<file path="src/rtl/br_predictor_btb.sv">
// Direct-mapped branch target buffer with per-entry saturating counters,
// selectable bimodal or gshare indexing, and resolution statistics.
module br_predictor_btb #(
    parameter int unsigned ENTRIES   = 16,
    parameter int unsigned TAG_BITS  = 8,
    parameter int unsigned CNT_BITS  = 2,
    parameter int unsigned MODE      = 0,
    parameter int unsigned STAT_BITS = 32,
    localparam int unsigned IDX_BITS = $clog2(ENTRIES)
) (
    input  logic                 clk,
    input  logic                 reset_n,
    input  logic [31:0]          pc_i,
    output logic                 pred_taken_o,
    output logic [31:0]          pred_target_o,
    output logic [IDX_BITS-1:0]  pred_ghr_o,
    input  logic                 upd_valid_i,
    input  logic [31:0]          upd_pc_i,
    input  logic [IDX_BITS-1:0]  upd_ghr_i,
    input  logic                 upd_taken_i,
    input  logic [31:0]          upd_target_i,
    input  logic                 upd_mispred_i,
    input  logic                 flush_i,
    output logic [STAT_BITS-1:0] stat_branches_o,
    output logic [STAT_BITS-1:0] stat_miss_o
);

    localparam logic [CNT_BITS-1:0] CNT_MAX    = '1;
    localparam logic [CNT_BITS-1:0] CNT_WEAK_T = CNT_BITS'(1) << (CNT_BITS - 1);
    localparam logic [CNT_BITS-1:0] CNT_WEAK_N = CNT_WEAK_T - CNT_BITS'(1);

    // Table storage, kept in flops so lookup is purely combinational.
    logic                 valid_q [ENTRIES];
    logic [TAG_BITS-1:0]  tag_q   [ENTRIES];
    logic [31:0]          tgt_q   [ENTRIES];
    logic [CNT_BITS-1:0]  cnt_q   [ENTRIES];
    logic [IDX_BITS-1:0]  ghr_q;
    logic [STAT_BITS-1:0] br_cnt_q;
    logic [STAT_BITS-1:0] miss_cnt_q;

    logic [IDX_BITS-1:0]  lk_idx;
    logic                 lk_hit;
    logic [IDX_BITS-1:0]  up_idx;
    logic                 up_hit;
    logic [CNT_BITS-1:0]  cnt_nxt;
    logic                 unused_pc_bits;

    // Entry index from the PC index field, folded with history in gshare mode.
    function automatic logic [IDX_BITS-1:0] idx_of(input logic [IDX_BITS-1:0] field,
                                                   input logic [IDX_BITS-1:0] hist);
        return (MODE == 1) ? (field ^ hist) : field;
    endfunction

    // Low PC bits and bits above the tag never take part in indexing or tagging.
    assign unused_pc_bits = ^{pc_i, upd_pc_i};

    // Fetch-side lookup against pre-update table contents.
    assign lk_idx        = idx_of(pc_i[IDX_BITS+1:2], ghr_q);
    assign lk_hit        = valid_q[lk_idx] && (tag_q[lk_idx] == pc_i[IDX_BITS+2 +: TAG_BITS]);
    assign pred_taken_o  = lk_hit && cnt_q[lk_idx][CNT_BITS-1];
    assign pred_target_o = pred_taken_o ? tgt_q[lk_idx] : 32'h0;
    assign pred_ghr_o    = (MODE == 1) ? ghr_q : '0;

    // Resolution-side entry selection and hit detection.
    assign up_idx = idx_of(upd_pc_i[IDX_BITS+1:2], upd_ghr_i);
    assign up_hit = valid_q[up_idx] && (tag_q[up_idx] == upd_pc_i[IDX_BITS+2 +: TAG_BITS]);

    // Saturating counter step toward the resolved outcome.
    always_comb begin
        cnt_nxt = cnt_q[up_idx];
        if (upd_taken_i) begin
            if (cnt_q[up_idx] != CNT_MAX) cnt_nxt = cnt_q[up_idx] + CNT_BITS'(1);
        end else begin
            if (cnt_q[up_idx] != '0) cnt_nxt = cnt_q[up_idx] - CNT_BITS'(1);
        end
    end

    // Table and history training; flush overrides any same-cycle update.
    always_ff @(posedge clk or negedge reset_n) begin
        if (!reset_n) begin
            for (int i = 0; i < int'(ENTRIES); i++) begin
                valid_q[i] <= 1'b0;
                tag_q[i]   <= '0;
                tgt_q[i]   <= 32'h0;
                cnt_q[i]   <= CNT_WEAK_N;
            end
            ghr_q <= '0;
        end else if (flush_i) begin
            for (int i = 0; i < int'(ENTRIES); i++) begin
                valid_q[i] <= 1'b0;
            end
            ghr_q <= '0;
        end else if (upd_valid_i) begin
            if (up_hit) begin
                cnt_q[up_idx] <= cnt_nxt;
                if (upd_taken_i) tgt_q[up_idx] <= upd_target_i;
            end else if (upd_taken_i) begin
                valid_q[up_idx] <= 1'b1;
                tag_q[up_idx]   <= upd_pc_i[IDX_BITS+2 +: TAG_BITS];
                tgt_q[up_idx]   <= upd_target_i;
                cnt_q[up_idx]   <= CNT_WEAK_T;
            end
            if (MODE == 1) ghr_q <= IDX_BITS'({ghr_q, upd_taken_i});
        end
    end

    // Saturating resolution and misprediction counters; immune to flush.
    always_ff @(posedge clk or negedge reset_n) begin
        if (!reset_n) begin
            br_cnt_q   <= '0;
            miss_cnt_q <= '0;
        end else if (upd_valid_i) begin
            if (br_cnt_q != '1) br_cnt_q <= br_cnt_q + STAT_BITS'(1);
            if (upd_mispred_i && (miss_cnt_q != '1)) miss_cnt_q <= miss_cnt_q + STAT_BITS'(1);
        end
    end

    assign stat_branches_o = br_cnt_q;
    assign stat_miss_o     = miss_cnt_q;

endmodule

</file>
<file path="config.mk">
export PLATFORM = sky130hd
export DESIGN_NAME = br_predictor_btb
export DESIGN_NICKNAME = d
export VERILOG_FILES = /design/src/rtl/br_predictor_btb.sv
export SDC_FILE = /design/constraint.sdc
export NUM_CORES = 1
export LEC_CHECK = 0
export ABC_AREA = 1
export ABC_CLOCK_PERIOD_IN_PS = 5100
export CORE_UTILIZATION = 45
export DETAILED_ROUTE_END_ITERATION = 6
export GPL_ROUTABILITY_DRIVEN = 0
export SLEW_MARGIN = 20
export SYNTH_ARGS = -nofsm -noshare
export SYNTH_HDL_FRONTEND = slang
export SYNTH_SLANG_ARGS = --single-unit
</file>
<file path="constraint.sdc">
create_clock -name clk -period 5.1 [get_ports clk]
set_clock_uncertainty 0.15 [all_clocks]
set_input_delay 0.51 -clock clk [delete_from_list [all_inputs] [get_ports clk]]
set_output_delay 0.51 -clock clk [all_outputs]
set_load 0.005 [all_outputs]
</file>
## After elaboration in Yosys (flattened, before gate mapping)

Cells that the tools add are included.
W data, S select, Z words.

| storage, ports and cells | value |
|---|---|
| flip-flop bits (word level) | 752 |
| input bits | 106 |
| word-level logic and storage cells | 144 |

| operators by class | value |
|---|---|
| add/subtract/negate cells | 4 |
| bitwise logic cells | 8 |
| magnitude comparators | 3 |
| muxes and demuxes | 42 |
| equal/unequal tests | 6 |
| reductions and logical operators | 15 |

Operator list:

| operator | count |
|---|---|
| $bwmux W512 | 1 |
| $mux W32 | 6 |
| $bmux W32 S4 | 1 |
| $bwmux W128 | 1 |
| $demux W32 S4 | 1 |
| $add A32 B1 Y32 const B | 2 |
| $bmux W8 S4 | 2 |
| $mux W16 | 4 |
| $ne A32 B32 Y1 const B | 2 |
| $mux W8 | 5 |
| $bwmux W32 | 1 |
| $demux W8 S4 | 1 |
| $or A16 B16 Y16 | 2 |
| $and A16 B16 Y16 | 1 |
| $bmux W2 S4 | 2 |
| $eq A8 B8 Y1 | 2 |
| $mux W2 | 8 |
| $not A16 Y16 | 1 |
| $ge A5 B5 Y1 const B | 2 |
| $not A4 Y5 | 2 |
| $reduce_and A3 Y1 | 3 |
| $bmux W1 S4 | 2 |
| $demux W2 S4 | 1 |
| $reduce_bool A2 Y1 | 4 |
| other kinds (10) | 21 |

## Longest topological paths before layout

| logic depth | value |
|---|---|
| depth after elaboration | 10 |
| depth in mapped cells | 22 |

## Least setup slack after synthesis

Ideal clock, no wire load.

| timing | value |
|---|---|
| path type | input -> output |
| from | input port pc_i[2] |
| to | output port pred_target_o[20] |
| required time | 4440 ps |
| setup slack | 2079 ps |
| data arrival time | 2361 ps |
| stages on the path | 11 |
| cell sequence | buf_2 -> inv_2 -> buf_2 -> buf_2 -> clkbuf_1 -> clkbuf_1 -> nand2_1 -> a32o_1 -> o211ai_1 -> o31ai_1 -> nor3_1 |

| between the ends | value |
|---|---|
| word-level cells in the longest chain between the ends | 8 |
| elaborated cells between the ends (all ways) | 17 |
| those cells by class | eq/ne: 1; mux: 13; bitwise: 1; reduce/logical: 2 |

RTL lines:

| item | line | text |
|---|---|---|
| start, declared | 13 | `input logic [31:0] pc_i,` |
| $not A4 Y5 (not written as such) (*) | 59, 60, 61 |  |
| $bmux W8 S4 | 59 | `assign lk_hit = valid_q[lk_idx] && (tag_q[lk_idx] == pc_i[IDX_BITS+2 +: TAG_BITS]);` |
| $mux W8 (not written as such) (2 in series) | 59 |  |
| $eq A8 B8 Y1 | 59 |  |
| $logic_and A1 B1 Y1 | 59 |  |
| $logic_and A1 B1 Y1 | 60 | `assign pred_taken_o = lk_hit && cnt_q[lk_idx][CNT_BITS-1];` |
| $mux W32 (*) | 61 | `assign pred_target_o = pred_taken_o ? tgt_q[lk_idx] : 32'h0;` |
| end, declared | 15 | `output logic [31:0] pred_target_o,` |

Mark *: on every way between the ends. The rest lies on a longest branch, timed or not. The select of a mux whose other input is x is not followed.

## Worst setup path after layout

| timing | value |
|---|---|
| from | input port pc_i[2] |
| to | output port pred_target_o[11] |

Same word-level chain as after synthesis.

==> results.md <==
* Synth top area cells: dfrtp_1 51%, nand2_1 16%, o21ai_0 10%, a21oi_1 3.2%, clkbuf_1 2.6%
* Number of synthesized flops with an enable pin at 0
* Root Driver: clkbuf_16
* H-tree depth at 3
* Psw at 4370 uW
* Cell row count at 103
* Overflow after GRT at 0
* Final min period at 4.84 ns
* Layout area overhead at 14.4%
* Register Area at 18,800 um2
* Port Buffers at 158
* Max VDD drop at 281 uV
* Post-DR vias/cell at 5.57
* Num CTS Buffers at 87
* Sw Ratio at 27.8%
* Routed wire length at 112,000 um
* Clk Latency, worst-skew pair at 0.66 ns
* Avg Inst Size Synth at 7.97 um2
* Leak pwr at 0.0188 uW
* Worst min-delay path class: primary input to register
* FF-to-FF Start: stat_miss_o[14]$_DFFE_PN0P_
* Initial antenna violation count at 0
* Mapped cell area at 36,400 um2
* Antenna Nets Post-Route at 0
* CP max FO at 66
* Post-placement setup slack at 0.312 ns
* Clock-pin slew on the worst setup and hold paths at 0.06 ns
* Relative slew slack at 29.1%
* CORE AREA at 79,500 um2
* Fin. max-slew vios at 0
* Most common cell in the netlist: nand2_1
* Dpl hpwl at 63,100 um
* Vias in the first global route at 29,500
* Share of the yosys chip area belonging to registers at 51.8%
* Startpoint Class: primary input
* Initial core utilization at 45.7%
* CTS tree: yes
* Max cap viols at 0
* Design area at 41,600 um2
* IO Pins at 207
* Die Span Y at 286 um
* Combinational power share at 13.0%
* Layout cells sized above 1 at 6.06%
* Cell count after placement at 5,509
* Post-CTS setup buffers at 0
* Die X at 286 um
* Reg2reg setup slack at 2.19 ns
* Post-route DRC at 0
* Mapped Cells at 4,566
* Synth cell types at 46
* Status: finished clean
* Crit path arrival time at 4.18 ns
* Synthesis-stage register bit count at 752
* Asr flop ratio synth at 100%
* Clock Tree Buf Depth at 3
* Pwr/cell area at 378 nW/um2
* Crit path from: pc_i[2]
* Global-route wire length before repair at 175,000 um
* Worst Tran Pin Value at 1.05 ns
* Via count at 31,600
* Fill count at 7,672
* Final setup fails at 0
* RSZ-0062 raised after global routing: no
* Cell Count, Final, Fillers Out at 5,673
* TritonRoute pass-1 iters at 6
* Final worst slack at 0.257 ns
* Share of power burned in registers at 45.7%
* Req. time, crit path at 4.44 ns
* Iter 0 DRT Violations at 3,082
* Avg WL per Cell at 19.8 um
* Critical setup path kind: primary input to output pin
* FMAX at 206 MHz
* Hold Path Origin: upd_target_i[31]
* Synth Flop Type: dfrtp_1
* PostCTS Resize Cnt at 0
* Setup TNS at 0 ns
* Yosys warning total at 0
* Share of the synthesized area in the top cell type at 50.6%
* Final hold vios at 0
* Clock power frac at 41.3%
* CTS sink count at 752
* Nets@finish at 4,657
* Hold Buf Count CTS at 1
* GRT Overall Usage at 27.3%
* Largest net degree at the start of global routing at 212
* Final Util at 52.3%
* Worst setup EP type: output pin
* Internal power at 11,300 uW
* DIE AREA at 82,000 um2
* Footprint of the multi-input gates at 15,400 um2
* Post-synth top cells: 1,527 x nand2_1, 757 x o21ai_0, 736 x dfrtp_1
* Area after DPL at 38,600 um2
* Biggest area consumer among synthesized cells: dfrtp_1
* Final period util at 95.0%
registers in the layout, summed over array words and instances, names as in the netlist:
| signal | cells |
|---|---|
| cnt_q | 32 |
| stat_branches_o | 32 |
| stat_miss_o | 32 |
| tag_q | 128 |
| valid_q | 16 |
| tgt_q | 512 |
cell type report:
cell class | instances | share of cell area, %
clock inverter | 37 | 1.13
inverter | 194 | 1.79
multi-input combinational | 3283 | 37.1
sequential | 752 | 45.3
clock buffer | 125 | 6.08
timing repair buffer | 231 | 5.49
tap | 1050 | 3.16
antenna | 1 | 0.00601
power groups by stage:
stage	sequential (uW)	clock, uW	combinational [uW]
2_1_floorplan	7170	0	1350
5_1_grt	7280	6840	2340
3_3_place_gp	7260	0	2000
6_report	7190	6490	2030
3_5_place_dp	7270	0	2040
4_1_cts	7170	6620	2050
stage by stage:
stage / hold slack [ns] / power (uW)
after CTS: 0.269 / 15800
after detailed placement: 0.302 / 9310
after global routing: 0.304 / 16500
after global placement: 0.301 / 9260
final: 0.302 / 15700
after floorplan: 0.0644 / 8520
cell families (layout without fill, tap and decap cells):
family	Yosys count	in the layout	share of synthesized area, %
AOI/OAI and AO/OA	1225	1225	18.8
xor gates and xnor gates	62	62	1.49
adders and majority gates	2	2	0.0688
buffers and inverters	534	587	5.96
DFF	752	752	51.8
other	1	5	0.0103
and+or+nand+nor	1990	1990	21.9
per-layer routing:
metal	track usage (%)	vias up	routed length, um
met3	3.71	201	6930
met5	0	-	0
met1	39.2	15200	51300
met4	8.57	0	2980
li1	-	15100	-
met2	42.9	1060	50800
final timing paths:
kind                                                    end  cells past startpoint
worst max-delay path                      pred_target_o[11]                     15
min in group asynchronous             tag_q[13]$_DFFE_PN0P_                      2
worst max register to register  stat_miss_o[22]$_DFFE_PN0P_                     10
worst min-delay path                 tgt_q[511]$_DFFE_PN0P_                      3
worst min register to register         cnt_q[8]$_DFFE_PN1P_                      2
max in group asynchronous            tgt_q[354]$_DFFE_PN0P_                      3
placed cells by master (no fill, tap or decap), drive strengths merged, types with 2 or more instances in the layout:
| master | Yosys | layout |
|---|---|---|
| a221o | 26 | 26 |
| nand3 | 149 | 149 |
| a32o | 11 | 11 |
| o221ai | 8 | 8 |
| clkbuf | 262 | 125 |
| o211ai | 52 | 52 |
| o32ai | 6 | 6 |
| nand2 | 1532 | 1532 |
| nor2 | 212 | 212 |
| xor2 | 43 | 43 |
| a221oi | 62 | 62 |
| xnor2 | 19 | 19 |
| clkdlybuf4s50 | 0 | 153 |
| dfstp | 16 | 16 |
| nor3 | 60 | 60 |
| o21ai | 778 | 778 |
| ha | 2 | 2 |
| o22ai | 11 | 11 |
| nand4 | 22 | 22 |
| nand3b | 2 | 2 |
| a22oi | 10 | 10 |
| conb | 1 | 4 |
| buf | 78 | 77 |
| a21oi | 233 | 233 |
| bufinv | 0 | 7 |
| nor4 | 10 | 10 |
| dfrtp | 736 | 736 |
| clkinv | 1 | 27 |
| inv | 193 | 196 |
| o31ai | 26 | 26 |
critical path: stages:
cell,delay [ns]
buf_8,0.39
buf_4,0.50
nor2_1,0.07
o22ai_1,0.14
nand2_1,0.07
nand2_1,0.09
nand2_1,0.08
o21ai_0,0.17
or2_2,0.17
nand2_1,0.04
nor2_1,0.10
nand3_2,0.34
buf_12,0.31
nor3_1,0.50
clkdlybuf4s50_1,0.63
Power figures use the tool's default switching activity.
